<file path="src/rtl/vga_pattern_gen.sv">
// vga_pattern_gen: test-pattern source placed behind a VGA timing stage (solid, bars, checker, box).
// Latency: 2 PIX_EN pulses from timing inputs to HSYNC/VSYNC/DISP_ACTIVE/RGB, all kept aligned.
// No backpressure: PIX_EN is the only advance and every register holds while it is low.
module vga_pattern_gen #(
  parameter int BOX_SIZE = 32,
  parameter int CHK_BIT  = 5
) (
  input  logic        CLK,
  input  logic        RST,
  input  logic        PIX_EN,
  input  logic        DISP_ACTIVE_I,
  input  logic        HSYNC_I,
  input  logic        VSYNC_I,
  input  logic [11:0] XPOS,
  input  logic [11:0] YPOS,
  input  logic [11:0] H_VIS,
  input  logic [11:0] V_VIS,
  input  logic [1:0]  PAT_SEL,
  output logic        HSYNC,
  output logic        VSYNC,
  output logic        DISP_ACTIVE,
  output logic [3:0]  Ro,
  output logic [3:0]  Go,
  output logic [3:0]  Bo,
  output logic [7:0]  FRAME_CNT
);

  localparam logic [12:0] BOX13 = 13'(BOX_SIZE);

  // frame-level state, only touched at frame start
  logic [1:0]  r_pat;
  logic        r_run;
  logic [11:0] r_bx;
  logic [11:0] r_by;
  logic        r_dx;
  logic        r_dy;

  // colour-bar tracking for the pixel about to arrive
  logic [11:0] r_bar_cnt;
  logic [2:0]  r_bar_idx;

  // stage 1
  logic        r_s1_act;
  logic        r_s1_hs;
  logic        r_s1_vs;
  logic [11:0] r_s1_x;
  logic [11:0] r_s1_y;
  logic [2:0]  r_s1_bar;

  logic        w_fs;
  logic        w_run;
  logic [11:0] w_bar_w;
  logic [11:0] w_cnt_cur;
  logic [2:0]  w_idx_cur;
  logic        w_bar_last;
  logic [11:0] w_bx_nxt;
  logic [11:0] w_by_nxt;
  logic        w_dx_nxt;
  logic        w_dy_nxt;
  logic        w_in_box;
  logic        w_chk;
  logic [11:0] w_rgb;

  // One axis of box motion; 13-bit sums so pos+BOX_SIZE never wraps.
  // A box that no longer fits (mode shrink) is clamped to the far edge and sent back.
  function automatic logic [12:0] box_step(input logic [11:0] pos, input logic dir,
                                           input logic [11:0] vis);
    logic [12:0] pos13;
    logic [12:0] end13;
    logic [12:0] vis13;
    logic [12:0] lim13;
    logic [11:0] pos_n;
    logic        dir_n;
    pos13 = {1'b0, pos};
    end13 = pos13 + BOX13;
    vis13 = {1'b0, vis};
    lim13 = vis13 - BOX13;
    pos_n = pos;
    dir_n = dir;
    if (end13 > vis13) begin
      pos_n = (vis13 >= BOX13) ? lim13[11:0] : 12'd0;
      dir_n = 1'b0;
    end else if (dir) begin
      if (end13 == vis13) begin
        dir_n = 1'b0;
        pos_n = (pos == 12'd0) ? 12'd0 : pos - 12'd1;
      end else begin
        pos_n = pos + 12'd1;
      end
    end else if (pos == 12'd0) begin
      dir_n = 1'b1;
      pos_n = 12'd1;
    end else begin
      pos_n = pos - 12'd1;
    end
    return {dir_n, pos_n};
  endfunction

  assign w_fs       = PIX_EN && (XPOS == 12'd0) && (YPOS == 12'd0);
  // Output stays dark after reset until the first frame start reaches the pipeline.
  assign w_run      = r_run | w_fs;
  assign w_bar_w    = H_VIS >> 3;
  assign w_cnt_cur  = (XPOS == 12'd0) ? 12'd0 : r_bar_cnt;
  assign w_idx_cur  = (XPOS == 12'd0) ? 3'd0 : r_bar_idx;
  assign w_bar_last = (w_cnt_cur == (w_bar_w - 12'd1));

  assign {w_dx_nxt, w_bx_nxt} = box_step(r_bx, r_dx, H_VIS);
  assign {w_dy_nxt, w_by_nxt} = box_step(r_by, r_dy, V_VIS);

  assign w_in_box = ({1'b0, r_s1_x} >= {1'b0, r_bx}) && ({1'b0, r_s1_x} < ({1'b0, r_bx} + BOX13)) &&
                    ({1'b0, r_s1_y} >= {1'b0, r_by}) && ({1'b0, r_s1_y} < ({1'b0, r_by} + BOX13));
  assign w_chk    = r_s1_x[CHK_BIT] ^ r_s1_y[CHK_BIT];

  // Frame start: count frame, latch pattern, move the box, enable output.
  always_ff @(posedge CLK or posedge RST) begin
    if (RST) begin
      FRAME_CNT <= 8'd0;
      r_pat     <= 2'd0;
      r_run     <= 1'b0;
      r_bx      <= 12'd0;
      r_by      <= 12'd0;
      r_dx      <= 1'b1;
      r_dy      <= 1'b1;
    end else if (w_fs) begin
      FRAME_CNT <= FRAME_CNT + 8'd1;
      r_pat     <= PAT_SEL;
      r_run     <= 1'b1;
      r_bx      <= w_bx_nxt;
      r_by      <= w_by_nxt;
      r_dx      <= w_dx_nxt;
      r_dy      <= w_dy_nxt;
    end
  end

  // Bar counter/index: restart each line, step the index every W active pixels, saturate at 7.
  always_ff @(posedge CLK or posedge RST) begin
    if (RST) begin
      r_bar_cnt <= 12'd0;
      r_bar_idx <= 3'd0;
    end else if (PIX_EN) begin
      if (DISP_ACTIVE_I && w_bar_last) begin
        r_bar_cnt <= 12'd0;
        r_bar_idx <= (w_idx_cur == 3'd7) ? 3'd7 : w_idx_cur + 3'd1;
      end else if (DISP_ACTIVE_I) begin
        r_bar_cnt <= w_cnt_cur + 12'd1;
        r_bar_idx <= w_idx_cur;
      end else begin
        r_bar_cnt <= w_cnt_cur;
        r_bar_idx <= w_idx_cur;
      end
    end
  end

  // Stage 1: capture timing, position and bar index for the incoming pixel.
  always_ff @(posedge CLK or posedge RST) begin
    if (RST) begin
      r_s1_act <= 1'b0;
      r_s1_hs  <= 1'b0;
      r_s1_vs  <= 1'b0;
      r_s1_x   <= 12'd0;
      r_s1_y   <= 12'd0;
      r_s1_bar <= 3'd0;
    end else if (PIX_EN) begin
      r_s1_act <= DISP_ACTIVE_I & w_run;
      r_s1_hs  <= HSYNC_I & w_run;
      r_s1_vs  <= VSYNC_I & w_run;
      r_s1_x   <= XPOS;
      r_s1_y   <= YPOS;
      r_s1_bar <= w_idx_cur;
    end
  end

  // Pattern decode from stage-1 values; black outside the active area.
  always_comb begin
    w_rgb = 12'h000;
    if (r_s1_act) begin
      case (r_pat)
        2'd0:    w_rgb = 12'hF00;
        2'd1:    w_rgb = {{4{r_s1_bar[2]}}, {4{r_s1_bar[1]}}, {4{r_s1_bar[0]}}};
        2'd2:    w_rgb = w_chk ? 12'hFFF : 12'h000;
        default: w_rgb = w_in_box ? 12'h0F0 : 12'h00F;
      endcase
    end
  end

  // Stage 2: registered outputs, syncs and colour move together.
  always_ff @(posedge CLK or posedge RST) begin
    if (RST) begin
      HSYNC       <= 1'b0;
      VSYNC       <= 1'b0;
      DISP_ACTIVE <= 1'b0;
      Ro          <= 4'h0;
      Go          <= 4'h0;
      Bo          <= 4'h0;
    end else if (PIX_EN) begin
      HSYNC          <= r_s1_hs;
      VSYNC          <= r_s1_vs;
      DISP_ACTIVE    <= r_s1_act;
      {Ro, Go, Bo}   <= w_rgb;
    end
  end

endmodule

</file>
<file path="config.mk">
export PLATFORM = sky130hd
export DESIGN_NAME = vga_pattern_gen
export DESIGN_NICKNAME = d
export VERILOG_FILES = /design/src/rtl/vga_pattern_gen.sv
export SDC_FILE = /design/constraint.sdc
export NUM_CORES = 1
export LEC_CHECK = 0
export BUFFER_PORTS_ARGS = -buffer_cell sky130_fd_sc_hd__buf_2
export CAP_MARGIN = 10
export CORE_MARGIN = 3
export CORE_UTILIZATION = 30
export DETAILED_ROUTE_END_ITERATION = 10
export GPL_ROUTABILITY_DRIVEN = 0
export GPL_TIMING_DRIVEN = 0
export PLACE_DENSITY_LB_ADDON = 0.08
export SLEW_MARGIN = 20
export SYNTH_ARGS = -nofsm -noshare
export SYNTH_HDL_FRONTEND = slang
export SYNTH_SLANG_ARGS = --single-unit
</file>
<file path="constraint.sdc">
create_clock -name CLK -period 3.7 [get_ports CLK]
set_input_delay 0.185 -clock CLK [delete_from_list [all_inputs] [get_ports CLK]]
set_output_delay 0.185 -clock CLK [all_outputs]
set_load 0.02 [all_outputs]
</file>
==> run_results.csv <==
group,metric,value,unit
global_routing,antenna_found_initial,1,
clocking,cts_sinks,88,
detailed_routing,wl_per_cell,19.4,um
sta,drv_slew,0,
final_layout,diodes,0,
sta,setup_tns,0,ns
worst_setup_path,critical_path_class,"register to register",
worst_setup_path,crit_top_cell,"nand3_1",
synthesis,synth-seq-cells,88,
global_routing,grt_pass1_wl,39800,um
global_routing,grt_pass1_vias,6846,
pwr,pwr-share-comb,0.246,
sta,relSlewSlack,0.493,
clocking,path_clk_slew,0.08,ns
flow_run,maxCapViolCount,0,
detailed_routing,drtAntennaViolNets,0,
sta,finalSetupViolations,0,
final_layout,instances_no_fill,1307,
worst_setup_path,cp.buffers_inverters,2,
worst_setup_path,path_delay_family,"simple AND/OR/NAND/NOR gates",
pwr,finalPower,2.76,mW
synthesis,seq_area_frac_synth,0.289,
synthesis,synth_flop_cell,"dfrtp_1",
worst_setup_path,cp.depth,13,
detailed_routing,routed_wl,25300,um
synthesis,synthArstFlopShare,1.00,
final_layout,fin_nets,1110,
worst_setup_path,crit_path_cell_trace,"ha_2, nand3_1, nor3_2, xnor2_2, inv_1, ha_1, nand3_1, or4_4, o21ai_2, buf_2, o31ai_1, o211ai_1, o221ai_1",
sta,period_share,0.952,
worst_setup_path,critPathRequiredTime,3.91,ns
pwr,p_leak,3.99,nW
die,dieArea,27300,sq um
final_layout,areaGrowthSynthToFinish,16.1,%
die,die_h,165,um
final_layout,fin_util,0.359,
place,place_ws,-0.326,ns
sta,rsz0062_at_grt,"false",
detailed_routing,vias,7013,
pwr,p_seq_frac,0.406,
clocking,insertion_delay,0.36,ns
die,io_pins,79,
synthesis,yosys_warnings,0,
sta,worst_slew_pin_slew,0.761,ns
clocking,cts.htree.levels,3,
clocking,cts-buffers-inserted,9,
final_layout,num-fill-cells,2615,
detailed_routing,drt-initial-drc-count,526,
sta,setup_ws,0.178,ns
sta,fin_worst_skew,0.0139,ns
synthesis,syn_area,7620,sq um
worst_setup_path,cp-start-kind,"register",
worst_hold_path,hp-class,"input pin to register",
synthesis,syn_nets,1020,
final_layout,final_cell_area,8840,sq um
synthesis,synth_edf_count,0,
die,start_util,0.310,
pwr,clockPowerShare,0.348,
pwr,p_int,1.82,mW
clocking,cts_tree,"yes",
pwr,power.density,313,nW/um^2
clocking,root_buffer,"clkbuf_16",
detailed_routing,vias_per_cell,5.37,
pwr,swShare,0.343,
worst_setup_path,arrival,3.73,ns
die,core-area,24600,sq um
sta,fmax,0.284,GHz
synthesis,netlist_instances,888,
worst_setup_path,worstRegToRegCells,13,
sta,hold_slack,0.0622,ns
sta,finalHoldViolations,0,
clocking,clockBufferDepth,2,
sta,period_needed,3.52,ns
global_routing,grt_max_degree,62,
die,row_count,57,
global_routing,gr-total-overflow,0,
pwr,p_sw,0.949,mW
place,io_buffers,76,
synthesis,synth.avg_cell_area,8.58,sq um
worst_setup_path,crit_path_end_kind,"register",
detailed_routing,drtPass1Iterations,6,
synthesis,ys_types,84,
pwr,ir_drop,0.238,mV
die,die_w,165,um
worst_hold_path,holdPathStages,3,
worst_setup_path,worstPathMaxFanout,10,
status,status,"finished, final reports clean",
global_routing,track_usage,0.189,
place,dp.cells,1289,
detailed_routing,remaining_drc_errors,0,
place,hpwl,19800,um
worst_setup_path,slowest_delay,0.50,ns
worst_setup_path,worst_path_max_delay_cell,"or4_4",
final_layout,drive_gt1_frac,0.202,
place,placed_cell_area,8440,sq um
==> metal layers <==
| metal | GRT usage | share of wire |
|---|---|---|
| met2 | 0.288 | 0.43 |
| met4 | 0.0382 | 0.014 |
| met1 | 0.280 | 0.51 |
| met3 | 0.0312 | 0.045 |
| met5 | 0 | 0 |
==> registers in the layout (all words and copies together), names as in the netlist, 2 cells and up <==
register   cells
FRAME_CNT      8
r_bar_cnt     12
r_bar_idx      3
r_bx          12
r_by          12
r_pat          2
r_s1_bar       3
r_s1_x        12
r_s1_y        12
==> Yosys cell counts, types with 4 or more instances <==
| cell | instances | area share |
|---|---|---|
| dfrtp_1 | 86 | 0.28 |
| inv_1 | 82 | 0.040 |
| nand2_1 | 80 | 0.039 |
| ha_1 | 76 | 0.12 |
| nand3_1 | 48 | 0.032 |
| a21oi_1 | 45 | 0.030 |
| o21ai_0 | 38 | 0.025 |
| xnor2_1 | 37 | 0.043 |
| nor2_1 | 36 | 0.018 |
| nor3_1 | 30 | 0.020 |
| mux2_2 | 28 | 0.041 |
| nand4_1 | 25 | 0.021 |
| clkbuf_1 | 24 | 0.012 |
| and3_1 | 19 | 0.016 |
| o221ai_1 | 17 | 0.020 |
| a21o_1 | 14 | 0.014 |
| o211ai_1 | 12 | 0.012 |
| buf_2 | 11 | 0.0072 |
| o22ai_1 | 10 | 0.0082 |
| buf_4 | 9 | 0.0089 |
| nor4_1 | 9 | 0.0074 |
| a31oi_1 | 7 | 0.0057 |
| mux2i_1 | 7 | 0.0092 |
| o2111ai_1 | 6 | 0.0069 |
| and4_1 | 5 | 0.0057 |
| buf_1 | 5 | 0.0025 |
| nor2b_1 | 5 | 0.0041 |
| o21a_1 | 5 | 0.0049 |
| o2bb2ai_1 | 5 | 0.0057 |
| o31ai_1 | 5 | 0.0049 |
| or3_1 | 5 | 0.0041 |
| a211oi_1 | 4 | 0.0039 |
| a211oi_2 | 4 | 0.0066 |
| a31o_2 | 4 | 0.0046 |
| a41oi_1 | 4 | 0.0046 |
| o32ai_1 | 4 | 0.0046 |
| or4_1 | 4 | 0.0039 |
| xor2_1 | 4 | 0.0046 |
==> kinds of logic (layout without fill, tap and decap cells) <==
family | Yosys count | count (layout) | synth area share
DFF | 88 | 88 | 0.289
and+or+nand+nor | 287 | 287 | 0.194
AOI/OAI and AO/OA | 226 | 226 | 0.215
buffers and inverters | 134 | 229 | 0.0764
muxes | 35 | 35 | 0.0506
xor gates and xnor gates | 42 | 42 | 0.0501
adders and majority gates | 76 | 76 | 0.125
==> final timing paths <==
path                                            end                startpoint  slack [ns]
setup / recovery               r_bx[11]$_DFFE_PP0P_       r_bx[5]$_DFFE_PP0P_        0.18
hold / removal                 r_pat[0]$_DFFE_PP0P_                PAT_SEL[0]        0.06
setup reg to reg               r_bx[11]$_DFFE_PP0P_       r_bx[5]$_DFFE_PP0P_        0.18
hold reg to reg            FRAME_CNT[7]$_DFFE_PP0P_  FRAME_CNT[7]$_DFFE_PP0P_        0.47
max in group asynchronous          r_dx$_DFFE_PP1P_                       RST        2.67
min in group asynchronous         HSYNC$_DFFE_PP0P_                       RST        0.33
==> power by group through the flow <==
stage	Clock, mW	Sequential (mW)	Combinational (mW)
finish	0.963	1.12	0.679
global route	1.02	1.14	0.765
CTS	0.989	1.12	0.681
detailed placement	0	1.14	0.673
global placement	0	1.14	0.670
floorplan	0	1.10	0.496
==> cell type report <==
| cell class | instances | area [sq um] | area share |
|---|---|---|---|
| multi-input combinational | 666 | 4890 | 0.553 |
| sequential | 88 | 2210 | 0.250 |
| timing repair buffer | 83 | 455 | 0.0515 |
| tap | 324 | 405 | 0.0458 |
| inverter | 82 | 313 | 0.0354 |
| buffer | 48 | 273 | 0.0308 |
| clock buffer | 9 | 225 | 0.0255 |
| clock inverter | 7 | 72.6 | 0.00821 |
==> worst reg2reg max path: stages, from the launching register on <==
cell and delay [ns]:
dfrtp_2 0.45, ha_2 0.25, nand3_1 0.15, nor3_2 0.27
xnor2_2 0.19, inv_1 0.08, ha_1 0.29, nand3_1 0.13
or4_4 0.50, o21ai_2 0.28, buf_2 0.28, o31ai_1 0.11
o211ai_1 0.25, o221ai_1 0.15
==> what timing repair did <==
action | 4_1_cts | 5_1_grt
buffers inserted | 3 | 2
pin swaps | 1 | 3
hold buffers | 1 | 0
resized for setup | 13 | 12
setup endpoints to repair | 23 | 26
hold endpoints to repair | 27 | 0
==> cell usage in the layout (no fill, tap or decap), drive strengths merged, types with 4 or more instances in the layout <==
cell type,Yosys,routed
buf,28,112
dfrtp,86,86
inv,82,86
nand2,81,81
ha,76,76
nand3,48,48
a21oi,45,45
o21ai,43,43
nor2,37,37
xnor2,37,37
nor3,31,31
mux2,28,28
clkbuf,24,27
nand4,25,25
and3,19,19
o221ai,17,17
a21o,14,14
o22ai,13,13
o211ai,12,12
nor4,10,10
a211oi,8,8
a31oi,7,7
mux2i,7,7
o31ai,7,7
o2bb2ai,7,7
o2111ai,6,6
or3,5,5
and4,5,5
nor2b,5,5
o21a,5,5
or4,5,5
a31o,4,4
o32ai,4,4
a41oi,4,4
xor2,4,4
Note: power is estimated with default switching activity, not from simulation.
